[config.mk]
export PLATFORM = sky130hd
export DESIGN_NAME = adc_spi_reader_flat
export DESIGN_NICKNAME = d
export VERILOG_FILES = /design/src/rtl/adc_spi_reader_if.sv /design/src/rtl/adc_spi_reader.sv /design/src/flat_wrapper.sv
export SDC_FILE = /design/constraint.sdc
export NUM_CORES = 1
export LEC_CHECK = 0
export ABC_AREA = 1
export CAP_MARGIN = 15
export CORE_UTILIZATION = 48
export CTS_CLUSTER_DIAMETER = 60
export DETAILED_ROUTE_END_ITERATION = 12
export GPL_ROUTABILITY_DRIVEN = 0
export PLACE_DENSITY = 0.84
export SYNTH_ARGS = -nofsm -noshare
export SYNTH_HDL_FRONTEND = slang
export SYNTH_SLANG_ARGS = --single-unit
export TNS_END_PERCENT = 20
[constraint.sdc]
create_clock -name clk -period 1.4 [get_ports clk]
set_clock_uncertainty 0.2 [all_clocks]
set_input_delay 0.14 -clock clk [delete_from_list [all_inputs] [get_ports clk]]
set_output_delay 0.14 -clock clk [all_outputs]
set_load 0.01 [all_outputs]
[src/rtl/adc_spi_reader_if.sv]
// rtl/adc_spi_reader_if.sv - read request/response bundle for adc_spi_reader
//
// Signals:
//   rd_req   : read request, taken only while busy=0 and the reader is idle
//   rd_addr  : register address, latched when the request is accepted
//   busy     : a frame is in progress
//   rd_valid : one-cycle pulse, rd_data holds a fresh value
//   rd_data  : captured register value, held until the next rd_valid
// Modports: master (requester side), slave (adc_spi_reader side).

interface adc_spi_reader_if #(
    parameter int ADDR_WIDTH = 7,
    parameter int DATA_WIDTH = 8
);
    logic                  rd_req;
    logic [ADDR_WIDTH-1:0] rd_addr;
    logic                  busy;
    logic                  rd_valid;
    logic [DATA_WIDTH-1:0] rd_data;

    modport master (
        output rd_req,
        output rd_addr,
        input  busy,
        input  rd_valid,
        input  rd_data
    );

    modport slave (
        input  rd_req,
        input  rd_addr,
        output busy,
        output rd_valid,
        output rd_data
    );
endinterface

[src/rtl/adc_spi_reader.sv]
// rtl/adc_spi_reader.sv - serial read master for the ADC configuration port
//
// Runs one frame {1'b1, addr, DATA_WIDTH zeros}, MSB first, and captures the
// last DATA_WIDTH bits returned on adc_sdout_in.
//
// Ports:
//   clk           : system clock
//   rst           : synchronous active-high reset
//   rd            : request/response bundle (adc_spi_reader_if.slave)
//   adc_sen_out   : serial enable, active-low
//   adc_sclk_out  : serial clock, idles low
//   adc_sdata_out : serial data to the ADC
//   adc_sdout_in  : serial read data from the ADC
//
// Optional feature macro: ADC_SPI_RD_SYNC_EN
//   Defined: adc_sdout_in goes through a 2-flop synchronizer and is sampled in
//   the (CLK_DIV-1)-th cycle of the SCLK high half (needs CLK_DIV >= 3).
//   Undefined: adc_sdout_in is sampled directly in the last high-half cycle.

module adc_spi_reader #(
    parameter int CLK_DIV    = 4,
    parameter int ADDR_WIDTH = 7,
    parameter int DATA_WIDTH = 8
) (
    input  logic               clk,
    input  logic               rst,
    adc_spi_reader_if.slave    rd,
    output logic               adc_sen_out,
    output logic               adc_sclk_out,
    output logic               adc_sdata_out,
    input  logic               adc_sdout_in
);
    localparam int N     = 1 + ADDR_WIDTH + DATA_WIDTH;
    localparam int DIV_W = (CLK_DIV > 1) ? $clog2(CLK_DIV) : 1;
    localparam int BIT_W = $clog2(N);

    localparam logic [DIV_W-1:0] DIV_LAST   = DIV_W'(CLK_DIV - 1);
    localparam logic [BIT_W-1:0] BIT_LAST   = BIT_W'(N - 1);
    localparam logic [BIT_W-1:0] BIT_DATA0  = BIT_W'(1 + ADDR_WIDTH);

    typedef enum logic [2:0] {S_IDLE, S_SETUP, S_SHIFT, S_HOLD, S_DONE} state_t;

    state_t                state_q, state_d;
    logic [DIV_W-1:0]      div_q, div_d;
    logic [BIT_W-1:0]      bit_q, bit_d;
    logic [N-1:0]          sh_q, sh_d;
    logic [DATA_WIDTH-1:0] cap_q, cap_d;
    logic [DATA_WIDTH-1:0] data_q, data_d;
    logic                  sen_q, sen_d;
    logic                  sclk_q, sclk_d;
    logic                  sdata_q, sdata_d;
    logic                  busy_q, busy_d;
    logic                  valid_q, valid_d;
    logic                  sdo;

`ifdef ADC_SPI_RD_SYNC_EN
    // Two cycles of synchronizer delay: sampling one cycle earlier still sees
    // the bit the ADC drove before the falling edge.
    localparam logic [DIV_W-1:0] SAMPLE_AT = DIV_W'(CLK_DIV - 2);
    logic [1:0] sync_q;
    always_ff @(posedge clk) begin
        if (rst) sync_q <= 2'b00;
        else     sync_q <= {sync_q[0], adc_sdout_in};
    end
    assign sdo = sync_q[1];
`else
    localparam logic [DIV_W-1:0] SAMPLE_AT = DIV_LAST;
    assign sdo = adc_sdout_in;
`endif

    wire div_last = (div_q == DIV_LAST);

    // Outputs are computed for the coming cycle and registered, so every
    // pin changes exactly on a clk edge with no input-to-output path.
    always_comb begin
        state_d = state_q;
        div_d   = div_q;
        bit_d   = bit_q;
        sh_d    = sh_q;
        cap_d   = cap_q;
        data_d  = data_q;
        sen_d   = 1'b1;
        sclk_d  = 1'b0;
        sdata_d = 1'b0;
        busy_d  = 1'b0;
        valid_d = 1'b0;
        case (state_q)
            S_IDLE: begin
                if (rd.rd_req) begin
                    state_d = S_SETUP;
                    sh_d    = {1'b1, rd.rd_addr, {DATA_WIDTH{1'b0}}};
                    div_d   = '0;
                    bit_d   = '0;
                    sen_d   = 1'b0;
                    busy_d  = 1'b1;
                    sdata_d = 1'b1;
                end
            end
            S_SETUP: begin
                sen_d   = 1'b0;
                busy_d  = 1'b1;
                sdata_d = sh_q[N-1];
                div_d   = div_q + 1'b1;
                if (div_last) begin
                    div_d   = '0;
                    state_d = S_SHIFT;
                end
            end
            S_SHIFT: begin
                sen_d   = 1'b0;
                busy_d  = 1'b1;
                sclk_d  = sclk_q;
                sdata_d = sdata_q;
                div_d   = div_q + 1'b1;
                if (sclk_q && div_q == SAMPLE_AT && bit_q >= BIT_DATA0)
                    cap_d = {cap_q[DATA_WIDTH-2:0], sdo};
                if (div_last) begin
                    div_d = '0;
                    if (!sclk_q) begin
                        sclk_d = 1'b1;
                    end else begin
                        sclk_d = 1'b0;
                        if (bit_q == BIT_LAST) begin
                            state_d = S_HOLD;
                            sdata_d = 1'b0;
                        end else begin
                            // Data only moves at the SCLK falling edge.
                            bit_d   = bit_q + 1'b1;
                            sh_d    = sh_q << 1;
                            sdata_d = sh_q[N-2];
                        end
                    end
                end
            end
            S_HOLD: begin
                sen_d  = 1'b0;
                busy_d = 1'b1;
                div_d  = div_q + 1'b1;
                if (div_last) begin
                    div_d   = '0;
                    state_d = S_DONE;
                    sen_d   = 1'b1;
                    busy_d  = 1'b0;
                    valid_d = 1'b1;
                    data_d  = cap_q;
                end
            end
            S_DONE: begin
                // Request is not taken here; acceptance happens in IDLE only.
                state_d = S_IDLE;
            end
            default: state_d = S_IDLE;
        endcase
    end

    always_ff @(posedge clk) begin
        if (rst) begin
            state_q <= S_IDLE;
            div_q   <= '0;
            bit_q   <= '0;
            sh_q    <= '0;
            cap_q   <= '0;
            data_q  <= '0;
            sen_q   <= 1'b1;
            sclk_q  <= 1'b0;
            sdata_q <= 1'b0;
            busy_q  <= 1'b0;
            valid_q <= 1'b0;
        end else begin
            state_q <= state_d;
            div_q   <= div_d;
            bit_q   <= bit_d;
            sh_q    <= sh_d;
            cap_q   <= cap_d;
            data_q  <= data_d;
            sen_q   <= sen_d;
            sclk_q  <= sclk_d;
            sdata_q <= sdata_d;
            busy_q  <= busy_d;
            valid_q <= valid_d;
        end
    end

    assign adc_sen_out   = sen_q;
    assign adc_sclk_out  = sclk_q;
    assign adc_sdata_out = sdata_q;
    assign rd.busy       = busy_q;
    assign rd.rd_valid   = valid_q;
    assign rd.rd_data    = data_q;
endmodule

[src/flat_wrapper.sv]
// flat-port wrapper written by rule: the top's interface ports become plain ports
module adc_spi_reader_flat 
#(
    parameter int CLK_DIV    = 4,
    parameter int ADDR_WIDTH = 7,
    parameter int DATA_WIDTH = 8
)
  (clk, rst, adc_sen_out, adc_sclk_out, adc_sdata_out, adc_sdout_in, rd_rd_req, rd_rd_addr, rd_busy, rd_rd_valid, rd_rd_data);
  adc_spi_reader_if #(.ADDR_WIDTH(ADDR_WIDTH), .DATA_WIDTH(DATA_WIDTH)) rd_i ();
  input  logic clk;
  input  logic rst;
  output logic adc_sen_out;
  output logic adc_sclk_out;
  output logic adc_sdata_out;
  input  logic adc_sdout_in;
  input wire logic [$bits(rd_i.rd_req)-1:0] rd_rd_req;
  input wire logic [$bits(rd_i.rd_addr)-1:0] rd_rd_addr;
  output wire logic [$bits(rd_i.busy)-1:0] rd_busy;
  output wire logic [$bits(rd_i.rd_valid)-1:0] rd_rd_valid;
  output wire logic [$bits(rd_i.rd_data)-1:0] rd_rd_data;
  assign rd_i.rd_req = rd_rd_req;
  assign rd_i.rd_addr = rd_rd_addr;
  assign rd_busy = rd_i.busy;
  assign rd_rd_valid = rd_i.rd_valid;
  assign rd_rd_data = rd_i.rd_data;
  adc_spi_reader #(.CLK_DIV(CLK_DIV), .ADDR_WIDTH(ADDR_WIDTH), .DATA_WIDTH(DATA_WIDTH)) u_core (.clk(clk), .rst(rst), .rd(rd_i), .adc_sen_out(adc_sen_out), .adc_sclk_out(adc_sclk_out), .adc_sdata_out(adc_sdata_out), .adc_sdout_in(adc_sdout_in));
endmodule
# After elaboration in Yosys (flattened, before gate mapping)

Index checks and enable logic that the tools add are counted.

Add/sub/neg operators: 2
Order comparisons: 1
Equality and inequality tests: 12
Muxes and demuxes: 31
Bitwise gates (word level): 2
Reductions and logical operators: 15

Operator list:

| kind                                                   | number |
|---|---|
| two-way mux 16 bit                                     | 4 |
| one-hot mux 16 bit (2 select lines)                    | 1 |
| two-way mux 3 bit                                      | 6 |
| two-way mux 4 bit                                      | 4 |
| one-hot mux 3 bit (4 select lines)                     | 1 |
| inequality test 2 x 1 -> 1 bit (second input constant) | 5 |
| one-hot mux 1 bit (3 select lines)                     | 3 |
| two-way mux 1 bit                                      | 8 |
| one-hot mux 4 bit (2 select lines)                     | 1 |
| AND reduction 2 bit                                    | 4 |
| == test 3 x 2 -> 1 bit (second input constant)         | 2 |
| AND reduction 6 bit                                    | 1 |
| OR reduction 2 bit                                     | 3 |
| AND reduction 5 bit                                    | 1 |
| adder 4 x 1 -> 4 bit (second input constant)           | 1 |
| == test 4 bit (second input constant)                  | 1 |
| >= comparator 4 bit (second input constant)            | 1 |
| two-way mux 2 bit                                      | 2 |
| inequality test 2 bit (second input constant)          | 2 |
| one-hot mux 2 bit (2 select lines)                     | 1 |
| nonzero test 2 bit                                     | 2 |
| == test 3 x 1 -> 1 bit (second input constant)         | 1 |
| zero test 3 bit                                        | 1 |
| OR reduction 3 bit                                     | 1 |
| 4 further kinds                                        | 6 |

Register bits: 46
Bits of input ports: 11
Output and inout bits: 13
Logic and storage cells: 74

# Logic depth before layout (Yosys ltp)

Depth in word-level cells: 5
Depth in mapped cells: 9
Gate-level depth less buffers: 8

# Worst setup path after synthesis

OpenSTA, ideal clock, no wires.

Path kind: register to register
Start point: reg u_core.div_q[0]
End point: reg u_core.sh_q[11]
Setup time: 0.113 ns
Arrival time: 1.205 ns
Data required time: 1.087 ns
Path slack: -0.118 ns
Cell stages (with the launch flop): 9
Path buffers: 1
Clock period less this slack: 1.518 ns
Path through: dfxtp_1 ha_1 nand2_1 nand3_2 nand2_4 buf_6 nand2_1 nand2_1 nor2_1

Cells in the longest elaborated chain, start to end: 3

RTL lines:

| item                                     | line                  | text |
|---|---|---|
| start, declared                          | adc_spi_reader.sv:44  | `logic [DIV_W-1:0] div_q, div_d;` |
| start signal, assigned                   | adc_spi_reader.sv:171 | `div_q <= div_d;` |
| == test 2 bit                            | adc_spi_reader.sv:71  | `wire div_last = (div_q == DIV_LAST);` |
| net u_core.div_last                      | adc_spi_reader.sv:71  |  |
| inequality test 2 x 1 -> 1 bit (no line) | n/a                   |  |
| AND reduction 5 bit (no line)            | n/a                   |  |
| end signal, assigned                     | adc_spi_reader.sv:161 | `sh_q <= '0;` |
| end signal, assigned                     | adc_spi_reader.sv:173 | `sh_q <= sh_d;` |
| end, declared                            | adc_spi_reader.sv:46  | `logic [N-1:0] sh_q, sh_d;` |

The timed path passes the listed nets, and every way through them passes these cells.
A chain may end at the register's enable or synchronous reset.

# Final worst setup path

Start point: reg u_core.state_q[2]
End point: reg u_core.sdata_q (netlist: u_core.adc_sdata_out)

Cells in the longest elaborated chain, start to end: 3
Elaborated cells on any way between the ends: 7
Classes of those cells: eq/ne (4); mux (1); reduce/logical (2)

RTL lines:

| item                                     | line                  | text |
|---|---|---|
| start, declared                          | adc_spi_reader.sv:43  | `state_t state_q, state_d;` |
| start signal, assigned                   | adc_spi_reader.sv:170 | `state_q <= state_d;` |
| == test 3 x 2 -> 1 bit                   | adc_spi_reader.sv:87  | `case (state_q)` |
| inequality test 2 x 1 -> 1 bit (no line) | n/a                   |  |
| AND reduction 2 bit (no line)            | n/a                   |  |
| end signal, assigned                     | adc_spi_reader.sv:178 | `sdata_q <= sdata_d;` |
| end, declared                            | adc_spi_reader.sv:51  | `logic sdata_q, sdata_d;` |

Parallel ways exist; a longest one is shown, timed or not.

==> results.sh <==
export IMPL_outcome="finished with violations"
export IMPL_failed_checks="setup timing"
export IMPL_p_seq_share_pct=32.8
export IMPL_die_h_um=61.1
export IMPL_worst_skew_pair_later_pin_latency_ns=0.35
export IMPL_drive_gt1_share_pct=31.7
export IMPL_endpoint_kind="flip-flop"
export IMPL_detail_route_antenna_nets=0
export IMPL_tritoncts_num_buffers=5
export IMPL_wirelength_mm=4.57
export IMPL_grt_pass1_vias=1552
export IMPL_cell_internal_pwr_uw=2680
export IMPL_syn_nets=253
export IMPL_setup_tns_ns=-2.13
export IMPL_cp_max_fo=6
export IMPL_cp_start_kind="flip-flop"
export IMPL_route_detailed_vias_per_inst=5.02
export IMPL_rsz0062_at_grt="true"
export IMPL_drt_pre_antenna_iters=5
export IMPL_htree_depth=2
export IMPL_antenna_diode_count=0
export IMPL_leakage_uw=0.00119
export IMPL_synth_flop_cell="dfxtp_1"
export IMPL_max_slew_margin_pct=85.0
export IMPL_placement_rows=21
export IMPL_initial_utilization_pct=50.2
export IMPL_total_switching_power_uw=1920
export IMPL_detail_route_iter0_violations=152
export IMPL_mean_cell_area_of_the_mapped_netlist_um2=7.02
export IMPL_cp_arrival_ns=1.57
export IMPL_grt_start_max_net_pins=17
export IMPL_io_buffer_count=23
export IMPL_setup_ws_ns=-0.116
export IMPL_hold_depth=3
export IMPL_multiInputGateArea_um2=971
export IMPL_antenna_found_initial=0
export IMPL_reg2reg_to="u_core.adc_sdata_out"
export IMPL_numClockSinks=38
export IMPL_synth_sequential_area_ratio_pct=45.4
export IMPL_holdBufCountCts=0
export IMPL_pwr_share_clk_pct=16.1
export IMPL_synth_ff_latch_count=38
export IMPL_max_freq_ghz=0.660
export IMPL_max_cap_violations=0
export IMPL_report_final_slew_viol_count=0
export IMPL_sw_frac_of_total_pct=41.8
export IMPL_grt_first_pass_wirelength_mm=6.34
export IMPL_pin_count=24
export IMPL_final_fill_count=224
export IMPL_netlist_instances=239
export IMPL_combined_flip_flop_and_latch_cell_area_um2=782
export IMPL_fin_crit_sh_pct=108
export IMPL_r2r_start="u_core.state_q[2]"
export IMPL_worst_hold_path_type="in -> reg"
export IMPL_die_area_mm2=0.00373
export IMPL_area_growth_synth_to_final_pct=49.0
export IMPL_critPathKind="reg -> reg"
export IMPL_power_combinational_fraction_pct=51.1
export IMPL_dpl_hpwl_mm=2.68
export IMPL_finalCriticalPeriod_ns=1.52
export IMPL_tritoncts="yes"
export IMPL_globalRouteOverflowTotal=0
export IMPL_cts_path_max_buffers=2
export IMPL_tightest_slew_ns=0.225
export IMPL_core_area_mm2=0.00334
export IMPL_wl_per_instance_um=13.2
export IMPL_timing_hold_worst_start="rd_rd_addr[0]"
export IMPL_worst_r2r_setup_slack_ns=-0.12
export IMPL_gr_usage_all_layers_pct=22.9
export IMPL_reg2regPathDepth=8
export IMPL_clock_tree_root="clkbuf_4"
export IMPL_path_clk_slew_ns=0.11
export IMPL_post_synth_instance_area_mm2=0.00168
export IMPL_p_total_uw=4610
export IMPL_crit_required_ns=1.45
export IMPL_hold_path_endpoint="u_core.sh_q[8]"
export IMPL_drcViolationCount=0
export IMPL_power_density_mw_per_mm2=1840
export IMPL_final_hold_viol_count=0
export IMPL_final_nets=313
export IMPL_worst_voltage_drop_across_the_vdd_grid_mv=0.842
export IMPL_finalSetupViolCount=31
export IMPL_synth_async_reset_ratio_pct=0
export IMPL_synth_yosys_warnings=0
export IMPL_die_w_um=61.1
export IMPL_synth_edf_count=0
export IMPL_via_count=1738
export IMPL_synthDistinctLibCells=18
-- metal layers --
metal	global-route usage (%)	vias up	routed length [µm]
met5	0	-	0
met1	28.5	790	1960
li1	-	871	-
met2	38.2	56	2300
met3	5.46	21	205
met4	9.42	0	102
-- sequential cells by signal, indices dropped and copies added, names as in the netlist --
register,cells
u_core.adc_sclk_out,1
u_core.adc_sdata_out,1
u_core.adc_sen_out,1
u_core.bit_q,4
u_core.cap_q,8
u_core.div_q,2
u_core.rd.busy,1
u_core.rd.rd_data,8
u_core.rd.rd_valid,1
u_core.sh_q,8
u_core.state_q,3
-- power by group through the flow --
stage / Clock, µW / Sequential (µW) / Combinational [µW]
after floorplan: 0 / 1500 / 1160
after global placement: 0 / 1470 / 1640
after detailed placement: 0 / 1490 / 1690
after CTS: 747 / 1480 / 1770
after global routing: 777 / 1530 / 2600
final: 741 / 1510 / 2350
-- synth_stat cells, types with 2 or more instances --
| library cell | number | area [µm²] |
|---|---|---|
| a21oi_1 | 11 | 55.1 |
| nand2_4 | 2 | 22.5 |
| nor2_1 | 41 | 154 |
| nand2_1 | 68 | 255 |
| nand3_1 | 16 | 80.1 |
| nand4_1 | 4 | 25.0 |
| inv_1 | 27 | 101 |
| nor2_4 | 2 | 22.5 |
| o21ai_0 | 18 | 90.1 |
| ha_1 | 3 | 37.5 |
| buf_6 | 3 | 33.8 |
| dfxtp_1 | 38 | 761 |
-- cell usage in the layout (no fill, tap or decap) --
cell,instances
nand3b_1,1
ha_1,1
a21oi_1,8
inv_1,22
inv_4,2
dfxtp_1,29
nor2_2,6
dfxtp_2,5
buf_6,5
nand2_4,4
buf_12,1
dfxtp_4,4
nand2_8,3
clkinv_2,2
clkbuf_4,5
nand3_2,3
inv_2,4
nand2_1,57
clkdlybuf4s50_1,10
o21ai_2,3
nor2_1,34
nand2_2,7
nand3_1,11
ha_4,2
a21oi_2,3
buf_4,28
nand3_4,3
bufinv_16,1
o21ai_0,8
nor2_4,3
dlygate4sd2_1,13
nand4_1,4
or2_4,1
o21ai_1,7
-- final cells by class --
| type | instances | area share, % |
|---|---|---|
| Multi-Input combinational cell | 169 | 38.9 |
| Sequential cell | 38 | 31.3 |
| Timing Repair Buffer | 57 | 20.0 |
| Inverter | 28 | 4.41 |
| Tap cell | 46 | 2.30 |
| Clock inverter | 3 | 1.60 |
| Clock buffer | 5 | 1.50 |
-- how the worst max path moves through the flow --
stage,startpoint,to,cells past startpoint
finish,u_core.state_q[2],u_core.adc_sdata_out,8
global route,u_core.div_q[1],u_core.adc_sdata_out,8
CTS,u_core.state_q[0],u_core.bit_q[3],7
detailed placement,u_core.div_q[1],u_core.cap_q[2],7
global placement,rd_rd_req,u_core.bit_q[3],7
floorplan,u_core.div_q[0],u_core.cap_q[4],7
-- cell families after synthesis --
logic type	share of synthesized area, %
fa+ha+maj	2.24
flops	45.4
simple gates	34.8
buf+inv	8.95
compound gates	8.66
-- repair_timing --
action                     in CTS  in global routing
resized for setup              32                 42
setup buffers                   2                  4
pin swaps                       6                 16
setup endpoints to repair      48                 35
gates cloned                    0                  1
-- through the flow --
| stage | worst slack [ns] | instance area, µm² | instances | utilization, % | hold WS [ns] |
|---|---|---|---|---|---|
| floorplan | -0.0110 | 1730 | 239 | - | 0.00907 |
| global placement | -0.147 | 2180 | 331 | 65.3 | 0.240 |
| detailed placement | -0.217 | 2180 | 331 | 65.3 | 0.239 |
| CTS | -0.0789 | 2320 | 341 | 69.4 | 0.155 |
| global route | -0.206 | 2500 | 346 | 74.9 | 0.167 |
| finish | -0.116 | 2500 | 346 | 74.9 | 0.161 |
-- critical path, cell delays in order, from the launching register on --
cell     delay [ns]
dfxtp_4        0.38
nor2_4         0.13
buf_12         0.14
nand3_4        0.15
buf_6          0.17
nand2_1        0.06
a21oi_1        0.04
nand2_1        0.08
nand2_1        0.05
No activity file was read; power rests on OpenSTA's default activity.
